## src/rtl/rst_seq_pkg.sv

```systemverilog
// rst_seq_pkg: shared types and limits for the staged reset sequencer.
//   rst_state_e : sequencer FSM state encoding
//   MAX_DOMAINS : upper bound on the number of reset domains
// Optional feature macro: RST_SEQ_SOFT_RST_EN adds the StSoft state.
package rst_seq_pkg;

    localparam int unsigned MAX_DOMAINS = 8;

    typedef enum logic [1:0] {
        StHold    = 2'd0,
        StRelease = 2'd1,
`ifdef RST_SEQ_SOFT_RST_EN
        StRun     = 2'd2,
        StSoft    = 2'd3
`else
        StRun     = 2'd2
`endif
    } rst_state_e;

endpackage

```

## src/rtl/rst_sequencer_if.sv

```systemverilog
// rst_sequencer_if: bundle of the sequencer's domain-facing signals.
//   sub_rst_n    : per-domain active-low resets (bit 0 released first)
//   ready        : high once every domain is released
//   soft_rst_req : level request to restart the sequence  (RST_SEQ_SOFT_RST_EN only)
//   soft_rst_ack : one-cycle pulse when a request is taken (RST_SEQ_SOFT_RST_EN only)
// Modports: master = the sequencer, slave = the consumer of the resets.
interface rst_sequencer_if #(
    parameter int unsigned NUM_DOMAINS = 3
);

    logic [NUM_DOMAINS-1:0] sub_rst_n;
    logic                   ready;

`ifdef RST_SEQ_SOFT_RST_EN
    logic soft_rst_req;
    logic soft_rst_ack;

    modport master (
        output sub_rst_n,
        output ready,
        input  soft_rst_req,
        output soft_rst_ack
    );

    modport slave (
        input  sub_rst_n,
        input  ready,
        output soft_rst_req,
        input  soft_rst_ack
    );
`else
    modport master (
        output sub_rst_n,
        output ready
    );

    modport slave (
        input  sub_rst_n,
        input  ready
    );
`endif

endinterface

```

## src/rtl/rst_seq_timer.sv

```systemverilog
// rst_seq_timer: clearable up-counter with terminal-count compare.
//   clk, rst_n : clock, async active-low reset (count clears)
//   clr        : synchronous clear, wins over en
//   en         : count enable
//   last       : terminal value; tc is high while enabled and count == last
//   tc         : terminal count reached this cycle
module rst_seq_timer #(
    parameter int unsigned WIDTH = 4
) (
    input  logic             clk,
    input  logic             rst_n,
    input  logic             clr,
    input  logic             en,
    input  logic [WIDTH-1:0] last,
    output logic             tc
);

    logic [WIDTH-1:0] count_q;

    always_ff @(posedge clk or negedge rst_n) begin
        if (!rst_n) begin
            count_q <= '0;
        end else if (clr) begin
            count_q <= '0;
        end else if (en) begin
            count_q <= count_q + 1'b1;
        end
    end

    assign tc = en && (count_q == last);

endmodule

```

## src/rtl/rst_sequencer.sv

```systemverilog
// rst_sequencer: releases one active-low reset per domain in a fixed, staggered
// order after a hold-off period following rst_n deassertion.
//   clk   : system clock
//   rst_n : async active-low reset from the global reset synchronizer
//   bus   : rst_sequencer_if.master (sub_rst_n, ready, optional soft reset pair)
// Parameters: NUM_DOMAINS (1..8), HOLD_CYCLES (>=1), STAGGER_CYCLES (>=1).
// Optional feature macro: RST_SEQ_SOFT_RST_EN enables the soft-reset request/ack
// and the StSoft state; without it StRun is terminal until rst_n asserts.
module rst_sequencer
    import rst_seq_pkg::*;
#(
    parameter int unsigned NUM_DOMAINS    = 3,
    parameter int unsigned HOLD_CYCLES    = 16,
    parameter int unsigned STAGGER_CYCLES = 4
) (
    input logic               clk,
    input logic               rst_n,
    rst_sequencer_if.master   bus
);

    localparam int unsigned CNT_MAX = (HOLD_CYCLES > STAGGER_CYCLES) ? HOLD_CYCLES
                                                                     : STAGGER_CYCLES;
    localparam int unsigned CNT_W   = $clog2(CNT_MAX + 1);
    localparam int unsigned IDX_W   = $clog2(MAX_DOMAINS + 1);

    // Timer compares against count == N-1 so the event lands on edge N.
    localparam logic [CNT_W-1:0]       HOLD_LAST    = CNT_W'(HOLD_CYCLES - 1);
    localparam logic [CNT_W-1:0]       STAGGER_LAST = CNT_W'(STAGGER_CYCLES - 1);
    localparam logic [IDX_W-1:0]       DONE_IDX     = IDX_W'(NUM_DOMAINS);
    localparam logic [NUM_DOMAINS-1:0] DOM_ONE      = NUM_DOMAINS'(1);

    rst_state_e             state_q;
    logic [IDX_W-1:0]       idx_q;
    logic [NUM_DOMAINS-1:0] sub_q;
    logic                   ready_q;

    logic             timer_clr;
    logic             timer_en;
    logic [CNT_W-1:0] timer_last;
    logic             timer_tc;

    always_comb begin
        timer_en   = (state_q == StHold) || (state_q == StRelease);
        timer_last = (state_q == StHold) ? HOLD_LAST : STAGGER_LAST;
        // Restart on every terminal count; hold at zero outside counting states.
        timer_clr  = timer_tc || !timer_en;
    end

    rst_seq_timer #(
        .WIDTH (CNT_W)
    ) u_timer (
        .clk   (clk),
        .rst_n (rst_n),
        .clr   (timer_clr),
        .en    (timer_en),
        .last  (timer_last),
        .tc    (timer_tc)
    );

`ifdef RST_SEQ_SOFT_RST_EN
    logic ack_q;
`endif

    always_ff @(posedge clk or negedge rst_n) begin
        if (!rst_n) begin
            state_q <= StHold;
            idx_q   <= '0;
            sub_q   <= '0;
            ready_q <= 1'b0;
`ifdef RST_SEQ_SOFT_RST_EN
            ack_q   <= 1'b0;
`endif
        end else begin
`ifdef RST_SEQ_SOFT_RST_EN
            ack_q <= 1'b0;
`endif
            case (state_q)
                StHold: begin
                    if (timer_tc) begin
                        sub_q   <= DOM_ONE;
                        idx_q   <= IDX_W'(1);
                        state_q <= StRelease;
                    end
                end
                StRelease: begin
                    // Check completion first so the edge after the last release goes to RUN.
                    if (idx_q == DONE_IDX) begin
                        ready_q <= 1'b1;
                        state_q <= StRun;
                    end else if (timer_tc) begin
                        sub_q <= sub_q | (DOM_ONE << idx_q);
                        idx_q <= idx_q + 1'b1;
                    end
                end
                StRun: begin
`ifdef RST_SEQ_SOFT_RST_EN
                    if (bus.soft_rst_req) begin
                        sub_q   <= '0;
                        ready_q <= 1'b0;
                        idx_q   <= '0;
                        ack_q   <= 1'b1;
                        state_q <= StSoft;
                    end
`endif
                end
`ifdef RST_SEQ_SOFT_RST_EN
                StSoft: begin
                    state_q <= StHold;
                end
`endif
                default: begin
                    state_q <= StHold;
                end
            endcase
        end
    end

    assign bus.sub_rst_n = sub_q;
    assign bus.ready     = ready_q;
`ifdef RST_SEQ_SOFT_RST_EN
    assign bus.soft_rst_ack = ack_q;
`endif

endmodule

```

## src/flat_wrapper.sv

```systemverilog
// flat-port wrapper written by rule: the top's interface ports become plain ports
module rst_sequencer_flat import rst_seq_pkg::*;
#(
    parameter int unsigned NUM_DOMAINS    = 3,
    parameter int unsigned HOLD_CYCLES    = 16,
    parameter int unsigned STAGGER_CYCLES = 4
)
  (clk, rst_n, bus_sub_rst_n, bus_ready);
  rst_sequencer_if #(.NUM_DOMAINS(NUM_DOMAINS)) bus_i ();
  input logic clk;
  input logic rst_n;
  output wire logic [$bits(bus_i.sub_rst_n)-1:0] bus_sub_rst_n;
  output wire logic [$bits(bus_i.ready)-1:0] bus_ready;
  assign bus_sub_rst_n = bus_i.sub_rst_n;
  assign bus_ready = bus_i.ready;
  rst_sequencer #(.NUM_DOMAINS(NUM_DOMAINS), .HOLD_CYCLES(HOLD_CYCLES), .STAGGER_CYCLES(STAGGER_CYCLES)) u_core (.clk(clk), .rst_n(rst_n), .bus(bus_i));
endmodule
```

## config.mk

```make
export PLATFORM = sky130hd
export DESIGN_NAME = rst_sequencer_flat
export DESIGN_NICKNAME = d
export VERILOG_FILES = /design/src/rtl/rst_seq_pkg.sv /design/src/rtl/rst_sequencer_if.sv /design/src/rtl/rst_seq_timer.sv /design/src/rtl/rst_sequencer.sv /design/src/flat_wrapper.sv
export SDC_FILE = /design/constraint.sdc
export NUM_CORES = 1
export LEC_CHECK = 0
export ABC_AREA = 1
export CELL_PAD_IN_SITES_DETAIL_PLACEMENT = 0
export CELL_PAD_IN_SITES_GLOBAL_PLACEMENT = 2
export CORE_MARGIN = 2
export CORE_UTILIZATION = 33
export DETAILED_ROUTE_END_ITERATION = 6
export PLACE_DENSITY_LB_ADDON = 0.1
export SLEW_MARGIN = 10
export SYNTH_ARGS = -nofsm -noshare
export SYNTH_HDL_FRONTEND = slang
export SYNTH_SLANG_ARGS = --single-unit
```

## constraint.sdc

```tcl
create_clock -name clk -period 2 [get_ports clk]
set_clock_uncertainty 0.2 [all_clocks]
set_input_delay 0.2 -clock clk [delete_from_list [all_inputs] [get_ports clk]]
set_output_delay 0.2 -clock clk [all_outputs]
set_load 0.03 [all_outputs]
```

==> summary.md, run 1 <==
| Metric | Value |
|---|---|
| R2R depth | `5` |
| Clock-pin slew on the worst setup and hold paths | `approximately 0.10 ns` |
| Syn_area_per_cell | `8.16 um2` |
| Drt pass-1 iters | `4` |
| Least-Margin Pin Slew | `approximately 0.3 ns` |
| Yosys synthesis warning count | `0` |
| Core Region | `between 2000 and 2500 um2` |
| Chip width | `about 53 um` |
| IO Pins | `6` |
| Post-route minimum period | `roughly 1.7 ns` |
| Slew Viols, Final | `0` |
| Initial Util | `roughly a third` |
| Most common flop cell mapped by yosys | `dfrtp_1` |
| Post-CTS Hold Buffers | `0` |
| CP Class | `flop to primary output` |
| Setup crit end kind | `primary output` |
| Sequential share of the synthesized area | `a little under half` |
| Max incr delay on CP | `between 0.6 and 0.7 ns` |
| Setup Fix Bufs, Post-CTS | `0` |
| Synth top area cells | `dfrtp_1 (48%), nand2_1 (12%), nor2_1 (6.7%), o21ai_0 (5.8%), inv_1 (5.3%)` |
| Leak | `0.424 nW` |
| Slew HR | `79.8%` |
| Syn-to-layout area delta | `15.3%` |
| Post-Route WL | `1.49 mm` |
| PwrDens | `approximately 540 nW/um2` |
| DR vias | `approximately 630` |
| Post-Syn Instances | `96` |
| Status | `completed` |
| Crit path max-delay family | `buffers and inverters` |
| CTS tree | `built` |
| Hold Violations, Final | `0` |
| Worst-path maximum fanout | `3` |
| Main combinational cell family by area after synthesis | `simple AND/OR/NAND/NOR gates` |
| Critical Path Stages | `1` |
| Synthesized area | `between 700 and 800 um2` |
| R2r endpoint | `u_core.idx_q[1]$_DFFE_PN0P_` |
| Initial antenna violation count | `0` |
| Synth top cells by count | `nand2_1 (25), dfrtp_1 (15), nor2_1 (14), inv_1 (11), o21ai_0 (9)` |
| #FFs+latches synth | `15` |
| Worst skew pair latency | `0.29 ns` |
| Clock tree buffer depth | `2` |
| Clock root buffer | `clkbuf_4` |
| Die Area | `2780 um2` |
| Crit path buffers/inverters | `1` |
| Clock tree sinks | `15` |
| # diodes | `0` |
| Crit path DAT | `about 1.3 ns` |
| DRC | `0` |
| Final TNS setup | `0 ns` |
| Area share of the largest cell type after synthesis | `around 48%` |
| Pin count of the biggest net entering global routing | `16` |
| RSZ-0062 raised after global routing | `false` |
| Synth Area in XOR/XNOR | `~4.5%` |
| Vias per std cell | `4.68` |
| Share of cells above drive strength 1 | `about a tenth` |
| Tot GR Track Use | `14.0%` |
| Req. time, crit path | `approximately 1.6 ns` |
| Worst-path cell with the longest stage delay | `clkdlybuf4s50_1` |
| Vias in the first global route | `621` |
| Crit. Startpoint | `u_core.bus.sub_rst_n[0]$_DFFE_PN0P_` |
| Final setup fails | `0` |
| Number of port buffers | `5` |
| Global-route wire length before repair | `roughly 2.7 mm` |
| Unique masters post-synth | `18` |
| Placed cell area | `roughly 880 um2` |
| FF-to-FF Start | `u_core.idx_q[0]$_DFFE_PN0P_` |
| Area leader, netlist | `dfrtp_1` |
| CP cell instances | `clkdlybuf4s50_1` |
| GPL Wtd Cong | `0.749` |
| FP Rows | `17` |
| Post-synthesis simple-gate area fraction | `30.7%` |
| DRT antenna net count | `0` |
| HPWL after DPL | `1.07 mm` |
| End of the critical path | `bus_sub_rst_n[0]` |
| Number of flops mapped to enable cells by yosys | `0` |
| Adder-cell share of the synthesized area | `between 3 and 4%` |
| Nets | `around 110` |
| Die Height | `52.7 um` |
| Max VDD drop | `0.336 mV` |
| Reg2Reg Setup Slack | `0.39 ns` |
| Design area | `903 um2` |
| Global route overflow | `0` |
| Tcrit/Tclk final | `between 80% and 90%` |
| Post-CTS Resized | `0` |
| Count leader, synth | `nand2_1` |
| Asr flop ratio synth | `100%` |
| Multiplexer area fraction after synthesis | `0%` |
| CTS Buf Count | `3` |
| Starting DRT DRC Count | `4` |
| H-tree depth | `1` |
| Max-cap viol count | `0` |
| Compound-gate portion of the synthesized area | `roughly 8%` |
| WL/cell | `between 10 and 15 um` |
| Hold crit path type | `input port to async pin` |
| Synthesized Nets | `100` |
| Worst Setup Start Kind | `flop` |
| FMAX | `576 MHz` |
kinds of logic after synthesis:
logic type | count (synthesis)
adder cells (fa/ha/maj) | 2
flip-flops | 15
buffers and inverters | 12
AO/OA/AOI/OAI | 12
AND/OR/NAND/NOR | 51
XOR/XNOR | 4
final cells by class:
| type | count | area, um2 |
|---|---|---|
| clock buffers | 3 | 22.5 |
| multi-input cells | 69 | 363 |
| well taps | 28 | 35.0 |
| clock inverters | 1 | 5.00 |
| inverters | 12 | 45.0 |
| fillers | 247 | 1330 |
| flip-flops and latches | 15 | 375 |
| repair buffers | 6 | 57.6 |
registers in the layout (all words and copies together), names as in the netlist:
name and count:
u_core.u_timer.count_q 5, u_core.state_q 2, u_core.idx_q 4, u_core.bus.sub_rst_n 3, u_core.bus.ready 1
cells in the final DEF, fill, tap and decap left out, types with 2 or more instances in the layout:
cell,count
nand2_1,25
dfrtp_1,15
nor2_1,14
inv_1,11
o21ai_0,9
nand3_1,5
clkdlybuf4s50_1,5
xnor2_1,3
clkbuf_4,3
nand2_2,2
a21oi_1,2
ha_1,2
per-layer routing:
layer | global-route usage (%) | part of all wire (%) | wire length (um) | up-vias
met1 | 18.6 | 52 | 771 | 292
met2 | 20.6 | 43 | 640 | 7
met4 | 7.69 | 1.7 | 25 | 0
met5 | 0 | 0 | 0 | -
li1 | - | - | - | 324
met3 | 3.43 | 3.2 | 48 | 4
through the flow:
step	setup WS [ns]	hold slack (ns)	power [mW]	util (%)	std cells
after floorplan	0.543	-0.296	0.309	-	96
after global placement	0.408	0.250	0.319	39.2	130
after detailed placement	0.402	0.254	0.319	39.2	130
after CTS	0.244	0.0180	0.500	40.4	134
after global routing	0.192	0.0235	0.513	40.4	134
final	0.263	0.0161	0.490	40.4	134
worst reg2reg max path: stages (launching register included):
cell	delay [ns]
dfrtp_1	0.45
ha_1	0.26
nand3_1	0.15
nand2_2	0.17
o21ai_0	0.22
nand2_1	0.07
where the power goes:
group	total [mW]	internal [mW]	switching [mW]
combinational	0.00923	0.00300	0.00622
sequential	0.303	0.303	0
clock	0.178	0.0744	0.104
total	0.490	0.380	0.110
worst min path at each step:
stage	start	to	slack (ns)	cells past startpoint
CTS	rst_n	u_core.state_q[0]$_DFFE_PN0P_	0.02	2
global placement	u_core.u_timer.count_q[0]$_DFFE_PN0P_	u_core.u_timer.count_q[0]$_DFFE_PN0P_	0.25	1
floorplan	rst_n	u_core.bus.ready$_DFFE_PN0P_	-0.30	0
finish	rst_n	u_core.state_q[0]$_DFFE_PN0P_	0.02	2
detailed placement	u_core.bus.ready$_DFFE_PN0P_	u_core.bus.ready$_DFFE_PN0P_	0.25	2
global route	rst_n	u_core.state_q[0]$_DFFE_PN0P_	0.02	2
Note: power is estimated with default switching activity, not from simulation.
==> run 2: changes to the inputs <==
--- a/config.mk
+++ b/config.mk
@@ -10,6 +10,7 @@
 export CELL_PAD_IN_SITES_GLOBAL_PLACEMENT = 2
 export CORE_MARGIN = 2
 export CORE_UTILIZATION = 33
+export CTS_CLUSTER_SIZE = 14
 export DETAILED_ROUTE_END_ITERATION = 6
 export PLACE_DENSITY_LB_ADDON = 0.1
 export SLEW_MARGIN = 10
==> results of run 2 <==
No change in the layout: final DEF, timing and power equal those of run 1.
==> run 3: changes to the inputs <==
--- a/config.mk
+++ b/config.mk
@@ -10,7 +10,7 @@
 export CELL_PAD_IN_SITES_GLOBAL_PLACEMENT = 2
 export CORE_MARGIN = 2
 export CORE_UTILIZATION = 33
-export CTS_CLUSTER_SIZE = 14
+export CTS_CLUSTER_SIZE = 16
 export DETAILED_ROUTE_END_ITERATION = 6
 export PLACE_DENSITY_LB_ADDON = 0.1
 export SLEW_MARGIN = 10
==> results of run 3 <==
No change in the layout: final DEF, timing and power equal those of run 1.
